$ cat src/rtl/mips_pkg.sv
// Shared types and constants for the multicycle MIPS memory-access stage.
package mips_pkg;

    typedef enum logic [1:0] {
        IDLE = 2'd0,
        BUSY = 2'd1,
        DONE = 2'd2
    } memst_t;

    typedef enum logic [1:0] {
        FETCH = 2'd0,
        LOAD  = 2'd1,
        STORE = 2'd2
    } memkind_t;

    localparam logic [31:0] NOP_INSTR    = 32'h0000_0000;
    localparam logic [31:0] TIMEOUT_FILL = 32'hDEAD_BEEF;

endpackage

$ cat src/rtl/mem_timeout.sv
// Bus-wait watchdog: counts BUSY cycles and flags expiry once TIMEOUT is reached.
// Only instantiated when MEM_TIMEOUT_EN is defined.
module mem_timeout #(
    parameter int TIMEOUT = 15
) (
    input  logic clk,
    input  logic reset,
    input  logic clr_i,
    input  logic en_i,
    output logic expired_o
);

    localparam int CW = $clog2(TIMEOUT + 1);

    logic [CW-1:0] cnt_q, cnt_d;

    assign expired_o = (cnt_q == CW'(TIMEOUT));

    always_comb begin
        cnt_d = cnt_q;
        if (clr_i) begin
            cnt_d = '0;
        end else if (en_i && !expired_o) begin
            cnt_d = cnt_q + 1'b1;
        end
    end

    always_ff @(posedge clk) begin
        if (!reset) begin
            cnt_q <= '0;
        end else begin
            cnt_q <= cnt_d;
        end
    end

endmodule

$ cat src/rtl/mips_mem_ctrl.sv
// Memory-access stage: turns decoder fetch/load/store requests into single bus
// transactions and owns IR/MDR. Optional bus timeout enabled by MEM_TIMEOUT_EN.
//
// state | meaning
// IDLE  | waiting for a request; misaligned requests flag err and skip the bus
// BUSY  | bus_valid high, address/data held until bus_ready (or timeout)
// DONE  | one-cycle completion slot; stall released so the controller advances
module mips_mem_ctrl
    import mips_pkg::*;
#(
    parameter int ADDR_W  = 32,
    parameter int TIMEOUT = 15
) (
    input  logic              clk,
    input  logic              reset,
    input  logic [ADDR_W-1:0] pc,
    input  logic [ADDR_W-1:0] aluout,
    input  logic [31:0]       wd,
    input  logic              iord,
    input  logic              irwrite,
    input  logic              memread,
    input  logic              memwrite,
    output logic [31:0]       instr,
    output logic [31:0]       data,
    output logic              stall,
    output logic              err,
    output logic [ADDR_W-3:0] bus_addr,
    output logic [31:0]       bus_wdata,
    output logic              bus_we,
    output logic              bus_valid,
    input  logic              bus_ready,
    input  logic [31:0]       bus_rdata
);

    memst_t            state_q, state_d;
    memkind_t          kind_q, kind_d, req_kind;
    logic [ADDR_W-3:0] addr_q, addr_d;
    logic [31:0]       wdata_q, wdata_d;
    logic [31:0]       instr_q, instr_d;
    logic [31:0]       data_q, data_d;
    logic              err_q, err_d;
    logic              req, aligned, valid_c, tmo_expired;
    logic [ADDR_W-1:0] addr_sel;

    assign req      = irwrite | memread | memwrite;
    assign addr_sel = iord ? aluout : pc;
    assign aligned  = (addr_sel[1:0] == 2'b00);
    assign req_kind = memwrite ? STORE : (irwrite ? FETCH : LOAD);

`ifdef MEM_TIMEOUT_EN
    logic tmo_clr;
    assign tmo_clr = (state_q == IDLE) && req && aligned;

    mem_timeout #(.TIMEOUT(TIMEOUT)) u_mem_timeout (
        .clk       (clk),
        .reset     (reset),
        .clr_i     (tmo_clr),
        .en_i      (state_q == BUSY),
        .expired_o (tmo_expired)
    );
`else
    assign tmo_expired = 1'b0;
`endif

    always_comb begin
        state_d = state_q;
        kind_d  = kind_q;
        addr_d  = addr_q;
        wdata_d = wdata_q;
        instr_d = instr_q;
        data_d  = data_q;
        err_d   = err_q;
        valid_c = 1'b0;
        case (state_q)
            IDLE: begin
                if (req) begin
                    if (!aligned) begin
                        err_d   = 1'b1;
                        state_d = DONE;
                    end else begin
                        addr_d  = addr_sel[ADDR_W-1:2];
                        wdata_d = wd;
                        kind_d  = req_kind;
                        state_d = BUSY;
                    end
                end
            end
            BUSY: begin
                if (tmo_expired) begin
                    // Abort: poison the destination register so the fault is visible.
                    err_d   = 1'b1;
                    state_d = DONE;
                    case (kind_q)
                        FETCH:   instr_d = TIMEOUT_FILL;
                        LOAD:    data_d  = TIMEOUT_FILL;
                        default: ;
                    endcase
                end else begin
                    valid_c = 1'b1;
                    if (bus_ready) begin
                        state_d = DONE;
                        case (kind_q)
                            FETCH:   instr_d = bus_rdata;
                            LOAD:    data_d  = bus_rdata;
                            default: ;
                        endcase
                    end
                end
            end
            DONE:    state_d = IDLE;
            default: state_d = IDLE;
        endcase
    end

    always_ff @(posedge clk) begin
        if (!reset) begin
            state_q <= IDLE;
            kind_q  <= FETCH;
            addr_q  <= '0;
            wdata_q <= '0;
            instr_q <= NOP_INSTR;
            data_q  <= '0;
            err_q   <= 1'b0;
        end else begin
            state_q <= state_d;
            kind_q  <= kind_d;
            addr_q  <= addr_d;
            wdata_q <= wdata_d;
            instr_q <= instr_d;
            data_q  <= data_d;
            err_q   <= err_d;
        end
    end

    assign instr     = instr_q;
    assign data      = data_q;
    assign err       = err_q;
    assign stall     = req && (state_q != DONE);
    assign bus_valid = valid_c;
    assign bus_we    = valid_c && (kind_q == STORE);
    assign bus_addr  = addr_q;
    assign bus_wdata = wdata_q;

endmodule

$ cat config.mk
export PLATFORM = sky130hd
export DESIGN_NAME = mips_mem_ctrl
export DESIGN_NICKNAME = d
export VERILOG_FILES = /design/src/rtl/mips_pkg.sv /design/src/rtl/mem_timeout.sv /design/src/rtl/mips_mem_ctrl.sv
export SDC_FILE = /design/constraint.sdc
export NUM_CORES = 1
export LEC_CHECK = 0
export BUFFER_PORTS_ARGS = -buffer_cell sky130_fd_sc_hd__buf_2
export CAP_MARGIN = 10
export CORE_MARGIN = 3
export CORE_UTILIZATION = 41
export CTS_BUF_LIST = sky130_fd_sc_hd__clkbuf_16
export DETAILED_ROUTE_END_ITERATION = 10
export PLACE_DENSITY_LB_ADDON = 0.15
export SLEW_MARGIN = 10
export SYNTH_ARGS = -nofsm -noshare
export SYNTH_HDL_FRONTEND = slang
export SYNTH_HIERARCHICAL = 1
export SYNTH_SLANG_ARGS = --single-unit
export TNS_END_PERCENT = 50
$ cat constraint.sdc
create_clock -name clk -period 1.6 [get_ports clk]
set_input_delay 0.24 -clock clk [delete_from_list [all_inputs] [get_ports clk]]
set_output_delay 0.24 -clock clk [all_outputs]
set_load 0.01 [all_outputs]
# Word-level counts from Yosys, hierarchy flattened
# Index checks and enable logic that the tools add are counted.
[totals] reg_bits=131 in_bits=135
[op_classes] n_bitwise=3 muxes=8 eq_ne=6 n_reduce_logical=10
[op_table] op="2-to-1 mux 32 bit" count=1
[op_table] op="AND reduction 3 bit" count=4
[op_table] op="2-to-1 mux 2 bit" count=4
[op_table] op="zero test 2 bit" count=3
[op_table] op="inequality test 2 bit, second input constant" count=3
[op_table] op="equality test 2 x 1 -> 1 bit, second input constant" count=2
[op_table] op="case mux 2 bit (2 select lines)" count=1
[op_table] op="equality test 2 bit, second input constant" count=1
[op_table] op="logical AND 1 bit" count=2
[op_table] op="2-to-1 mux 1 bit" count=2
[op_table] op="OR 1 bit" count=2
[op_table] op="AND reduction 2 bit" count=1
[op_table] op="NOT 1 bit" count=1

# Longest topological paths before layout
# Gate-level depths: netlist of run 1.
[logic_depth] ltp_word=5 depth_mapped=8 mapped_depth_nobuf=5

# Least setup slack after synthesis of run 1
# Ideal clock, no wire load.
[synth_path] path_type="reg-to-reg" from="reg state_q[1]" to="reg instr_q[10], in the netlist instr[10]" required_time_ns=1.478 setup_time_ns=0.122 period_less_slack_ns=1.669 path_buffers=2 path_stages_with_launch=7 arrival_ns=1.547 setup_slack_ns=-0.069 path_cell_list="dfxtp_1 nand2b_1 or4b_2 clkbuf_1 buf_2 nand2_1 a21boi_0"
[synth_between] elab_chain_len=2
[synth_lines] item="start, declared" line_no="mips_mem_ctrl.sv:35" rtl="memst_t state_q, state_d;"
[synth_lines] item="start signal, assigned" line_no="mips_mem_ctrl.sv:125" rtl="state_q <= state_d;"
[synth_lines] item="equality test 2 x 1 -> 1 bit" line_no="mips_mem_ctrl.sv:74" rtl="case (state_q)"
[synth_lines] item="AND reduction 3 bit (no source line)"
[synth_lines] item="end signal, assigned" line_no="mips_mem_ctrl.sv:129" rtl="instr_q <= instr_d;"
[synth_lines] item="end, declared" line_no="mips_mem_ctrl.sv:39" rtl="logic [31:0] instr_q, instr_d;"
# Every way passes these cells.
# A chain may end at the register's enable or synchronous reset.

# Worst setup path in the final report of run 1
[layout_path] from="reg state_q[1]" to="reg data_q[6], in the netlist data[6]"
[layout_between] elab_chain_len=2
[layout_lines] item="equality test 2 x 1 -> 1 bit" line_no="mips_mem_ctrl.sv:74"
[layout_lines] item="AND reduction 3 bit (no source line)"
[layout_lines] item="end signal, assigned" line_no="mips_mem_ctrl.sv:130" rtl="data_q <= data_d;"
[layout_lines] item="end, declared" line_no="mips_mem_ctrl.sv:40" rtl="logic [31:0] data_q, data_d;"
# Every way passes these cells.

==> impl_metrics.tcl, run 1 <==
set metrics [dict create \
    antenna_found_initial 0 \
    synth_warnings 6 \
    hp-class "primary input to register" \
    drive_above_1_share 0.3780 \
    synth_nets 724 \
    clock_latency_ps 400 \
    cts_tree "yes" \
    ys_ff_latch 131 \
    synth.avg_cell_area_sq_um 8.756 \
    ios 265 \
    cp_slowest_stage_delay_ps 350 \
    core_area_sq_um 12160 \
    worstPathMaxFanout 32 \
    max-cap-violations 0 \
    path_cells "nand2b_4, buf_6, inv_1, nand4b_1, buf_4, nand2_1, a21boi_0" \
    ant_nets 0 \
    die_area_sq_um 13960 \
    htree_levels 4 \
    synthCells 589 \
    dpl_cell_area_sq_um 6805 \
    tightestPinTransition_ps 397.1 \
    ys_types 33 \
    rows 40 \
    critPathKind "register to register" \
    startpoint_type "register" \
    drt-total-wl_um 15100 \
    initial_core_util 0.4241 \
    grt_pass1_vias 4771 \
    cellLeakagePower_nw 3.769 \
    final_cell_area_sq_um 7520 \
    seq_power_share 0.425 \
    swShare 0.2311 \
    synth_area_sq_um 5157 \
    switchingPower_mw 1.885 \
    path_clk_slew_ps 50 \
    vias_per_cell 4.880 \
    cts_inserted_buffers 17 \
    drtIter0Drc 348 \
    crit_path_top_delay_cell "dfxtp_2" \
    peakVddDrop_v 0.0006583 \
    comb_power_share 0.114 \
    slew_violations 0 \
    skew_ps 3.754 \
    cp-end-kind "register" \
    vias 5041 \
    die_w_um 118.2 \
    powerDensity_nw_per_um2 1085 \
    p_clk_frac 0.461 \
    fin_nets 987 \
    period_share 0.9624 \
    drc 0 \
    max_freq_mhz 649.4 \
    num_antenna_cells 0 \
    first_pass_iters 4 \
    portBuffers 264 \
    post-dp-hpwl_um 10770 \
    grt_pass1_wl_um 23400 \
    cp.required_ps 1910 \
    grt_usage 0.2068 \
    clock_path_buffers 2 \
    setup_viol 0 \
    cts_root_buf "clkbuf_16" \
    dp_cells 995 \
    hold_viol 0 \
    gp_congestion 0.8645 \
    grt_max_degree 57 \
    fin_cells 1033 \
    cp_data_arrival_time_ps 1850 \
    numClockSinks 131 \
    dieHeight_um 118.2 \
    p_int_mw 6.271 \
    wl_per_cell_um 14.62 \
    status "complete, no violations" \
    overflow 0 \
    maxSlewHeadroom 0.7352 \
    fin_crit_ps 1540 \
    syn_to_final_growth_pct 45.80 \
    synth-seq-area-share 0.5085 \
]
[logic make-up (layout without fill, tap and decap cells)]
group,count (synthesis),in the layout,share of synthesized area
simple gates,243,243,0.1958
compound gates,133,133,0.1917
flops,131,131,0.5085
buf+inv,52,328,0.04585
mux,30,30,0.05822
[state kept, by name, summed over array words and instances, names as in the netlist]
name       flops
state_q        2
data          32
bus_addr      30
err            1
bus_wdata     32
instr         32
kind_q         2
[critical path: cells and delay by family (launching register included)]
kind / cells / cell delay, ps
compound gates: 1 / 250
flops: 1 / 350
buf+inv: 3 / 510
simple gates: 3 / 330
[through the flow]
| stage | TNS [ps] | hold slack (ps) | setup slack, ps | util | power (mW) |
|---|---|---|---|---|---|
| 3_3_place_gp | -4608 | 435.8 | -129.4 | 0.5596 | 4.400 |
| 5_1_grt | -22.94 | 47.96 | -22.94 | 0.6183 | 8.466 |
| 6_report | 0 | 53.56 | 60.16 | 0.6183 | 8.156 |
| 4_1_cts | 0 | 34.99 | 13.39 | 0.6110 | 8.210 |
| 3_5_place_dp | -7669 | 443.0 | -198.0 | 0.5596 | 4.426 |
| 2_1_floorplan | -518.0 | 370.4 | -12.82 | - | 3.964 |
[power by group through the flow]
stage	combinational [mW]	sequential, mW	clock [mW]
2_1_floorplan	0.370	3.59	0
3_3_place_gp	0.871	3.53	0
3_5_place_dp	0.893	3.53	0
4_1_cts	0.908	3.47	3.83
5_1_grt	1.02	3.48	3.96
6_report	0.932	3.47	3.76
[cell usage in the layout, fill, tap and decap left out, types with 2 or more instances in the layout]
cell and instances:
a21boi_0 53, a21boi_1 11, a21oi_1 2, buf_12 10, buf_16 2, buf_2 263, buf_4 15, bufinv_16 3
clkbuf_16 20, clkinv_1 6, clkinv_2 3, dfxtp_1 129, dfxtp_2 2, inv_1 3, mux2i_1 30, nand2_1 192
nand3_1 34, nor2_1 4, o211a_1 30, o21ai_0 29, o21ai_1 5
[final cells by class]
cell class	count	area, sq um
clock inverters	15	147.6
clock buffers	17	425.4
inverters	2	7.507
flip-flops and latches	131	2625
fillers	1081	4642
multi-input cells	406	2333
repair buffers	294	1770
well taps	168	210.2
[layer usage]
| metal | track usage | share of wire |
|---|---|---|
| met5 | 0 | 0 |
| met4 | 0.07253 | 0.020 |
| met3 | 0.06651 | 0.080 |
| met2 | 0.3669 | 0.50 |
| met1 | 0.2323 | 0.40 |
[cells in the mapped netlist]
cell	number	area, sq um
nand4b_1	1	8.760
inv_1	2	7.510
a21oi_1	2	10.01
clkbuf_2	1	5.000
mux2i_1	30	300.3
a211oi_2	1	12.51
or4b_2	1	10.01
a21boi_1	9	67.56
dfxtp_1	131	2623
nor2_1	4	15.01
o211a_1	30	300.3
o21a_1	1	7.510
nor4b_2	1	15.01
or3_1	1	6.260
o21ai_0	29	145.1
a22oi_1	1	7.510
and2_1	1	6.260
buf_6	2	22.52
buf_2	14	70.07
nand3_1	34	170.2
nor3b_1	2	15.01
clkbuf_1	28	105.1
nand2_1	192	720.7
and4b_1	1	10.01
o21ai_1	5	25.02
a21boi_0	55	412.9
nor2b_1	1	6.260
buf_1	3	11.26
nand2b_1	1	6.260
nor3_1	1	5.000
or3b_1	1	8.760
or2_2	1	6.260
buf_4	2	15.01
[final timing paths]
check | start | to | slack, ps | depth (start not counted)
setup reg to reg | state_q[1] | data[6] | 60 | 7
hold / removal | wd[24] | bus_wdata[24] | 50 | 3
setup / recovery | state_q[1] | data[6] | 60 | 7
hold reg to reg | state_q[1] | state_q[1] | 440 | 1
[repair_timing]
item / in CTS / in global routing
setup buffers: 0 / 2
cloned: 1 / 3
hold buffers: 0 / 0
resized for setup: 5 / 4
endpoints found under the setup margin: 42 / 34
pin swaps: 0 / 2
(Power assumes the default switching activity.)
==> run 2, diff against run 1 <==
- MAX_ROUTING_LAYER: not set -> met4
==> impl_metrics.tcl, run 2 (synthesized netlist as in run 1, its figures left out) <==
set metrics [dict create \
    status "complete, no violations" \
    num_antenna_cells 0 \
    cp.required_ps 1910 \
    worstPathMaxFanout 32 \
    post-dp-hpwl_um 10770 \
    min_from "wd[25]" \
    dp_slack_ps -198.0 \
    maxSlewHeadroom 0.7368 \
    die_w_um 118.2 \
    cts_root_buf "clkbuf_16" \
    hold_viol 0 \
    cp-end-kind "register" \
    portBuffers 264 \
    ant_nets 0 \
    max-cap-violations 0 \
    path_cells "nand2b_4, buf_6, inv_1, nand4b_1, buf_4, nand2_1, a21boi_0" \
    powerDensity_nw_per_um2 1085 \
    p_int_mw 6.271 \
    overflow 0 \
    ios 265 \
    numClockSinks 131 \
    r2r-start "state_q[1]" \
    setup_viol 0 \
    rrSetupSlack_ps 70 \
    p_clk_frac 0.461 \
    wl_per_cell_um 14.67 \
    r2r_cells 7 \
    layout.cells.most_common "buf_2" \
    cts_inserted_buffers 17 \
    clock_latency_ps 410 \
    startpoint_type "register" \
    initial_core_util 0.4241 \
    grt_pass1_vias 4780 \
    seq_power_share 0.425 \
    antenna_found_initial 0 \
    swShare 0.2315 \
    period_share 0.9593 \
    cp_slowest_stage_delay_ps 340 \
    switchingPower_mw 1.889 \
    grt_pass1_wl_um 23360 \
    vias 5055 \
    syn_to_final_growth_pct 45.80 \
    fin_cells 1033 \
    core_area_sq_um 12160 \
    gp_congestion 0.8785 \
    drtIter0Drc 329 \
    hp-class "primary input to register" \
    path_clk_slew_ps 60 \
    fin_crit_ps 1535 \
    peakVddDrop_v 0.0006598 \
    hold_end "bus_wdata[25]" \
    grt_max_degree 57 \
    cp_data_arrival_time_ps 1840 \
    drc 0 \
    die_area_sq_um 13960 \
    crit_path_top_delay_cell "dfxtp_2" \
    grt_usage 0.2125 \
    drive_above_1_share 0.3780 \
    tightestPinTransition_ps 394.9 \
    comb_power_share 0.114 \
    worst_r2r_endpoint "data[6]" \
    skew_ps 3.054 \
    final_cell_area_sq_um 7520 \
    most-common-layout-cells "buf_2, nand2_1, dfxtp_1" \
    first_pass_iters 4 \
    vias_per_cell 4.894 \
    max_freq_mhz 651.5 \
    clock_path_buffers 2 \
    dpl_cell_area_sq_um 6805 \
    cellLeakagePower_nw 3.769 \
    drt-total-wl_um 15150 \
    rows 40 \
    htree_levels 4 \
    cts_tree "yes" \
    nFillCells 1081 \
    fin_nets 987 \
    dp_cells 995 \
    whs_path_depth 3 \
    setup_slack_ps 65.05 \
    critPathKind "register to register" \
    dieHeight_um 118.2 \
    slew_violations 0 \
]
[run 2: cell counts in the layout (fill, tap and decap cells not counted)]
No cell type changed its count.
[run 2: worst max-delay path, delay by kind of cell (launching register included)]
family	cells	cell delay, ps
DFF	1	340
and+or+nand+nor	3	330
AOI/OAI and AO/OA	1	240
buffers and inverters	3	510
[run 2: how the worst max path moves through the flow]
stage,endpoint,startpoint
6_report,data[6],state_q[1]
5_1_grt,data[6],state_q[1]
4_1_cts,bus_we,state_q[1]
3_5_place_dp,bus_wdata[16],pc[1]
3_3_place_gp,bus_wdata[9],pc[1]
2_1_floorplan,bus_addr[0],iord
[run 2: stage by stage]
stage | setup TNS (ps) | hold slack (ps) | power, mW | utilization
after detailed placement | -7669 | 443.0 | 4.426 | 0.5596
after global placement | -4608 | 435.8 | 4.400 | 0.5596
after global routing | -20.58 | 47.92 | 8.465 | 0.6183
final | 0 | 51.71 | 8.160 | 0.6183
after floorplan | -518.0 | 370.4 | 3.964 | -
after CTS | 0 | 34.99 | 8.210 | 0.6110
[run 2: area by class of cell]
class	count	area [sq um]	area share
clock buffer	17	425.4	0.05657
timing repair buffer	294	1770	0.2354
clock inverter	15	147.6	0.01963
multi-input combinational	406	2333	0.3103
tap	168	210.2	0.02795
sequential	131	2625	0.3491
inverter	2	7.507	0.0009983
[run 2: power groups by stage]
stage                     Combinational [mW]  Clock, mW  Sequential [mW]
final                                  0.934       3.76             3.47
after global routing                    1.02       3.96             3.48
after CTS                              0.908       3.83             3.47
after detailed placement               0.893          0             3.53
after global placement                 0.871          0             3.53
after floorplan                        0.370          0             3.59
[run 2: repair_timing]
| item | in CTS | in global routing |
|---|---|---|
| setup endpoints to repair | 42 | 34 |
| buffers inserted | 0 | 2 |
| hold endpoints to repair | 0 | 0 |
| resized for setup | 5 | 4 |
| hold buffers | 0 | 0 |
| cloned | 1 | 3 |
| pin swaps | 0 | 2 |
[run 2: layer usage]
metal  global-route usage  vias to the layer above  part of all wire
met5                    -                        -                 0
met4              0.07253                        0             0.018
met3              0.05550                       24             0.070
met2               0.3680                      203              0.51
met1               0.2377                     2313              0.40
li1                     -                     2515                 -
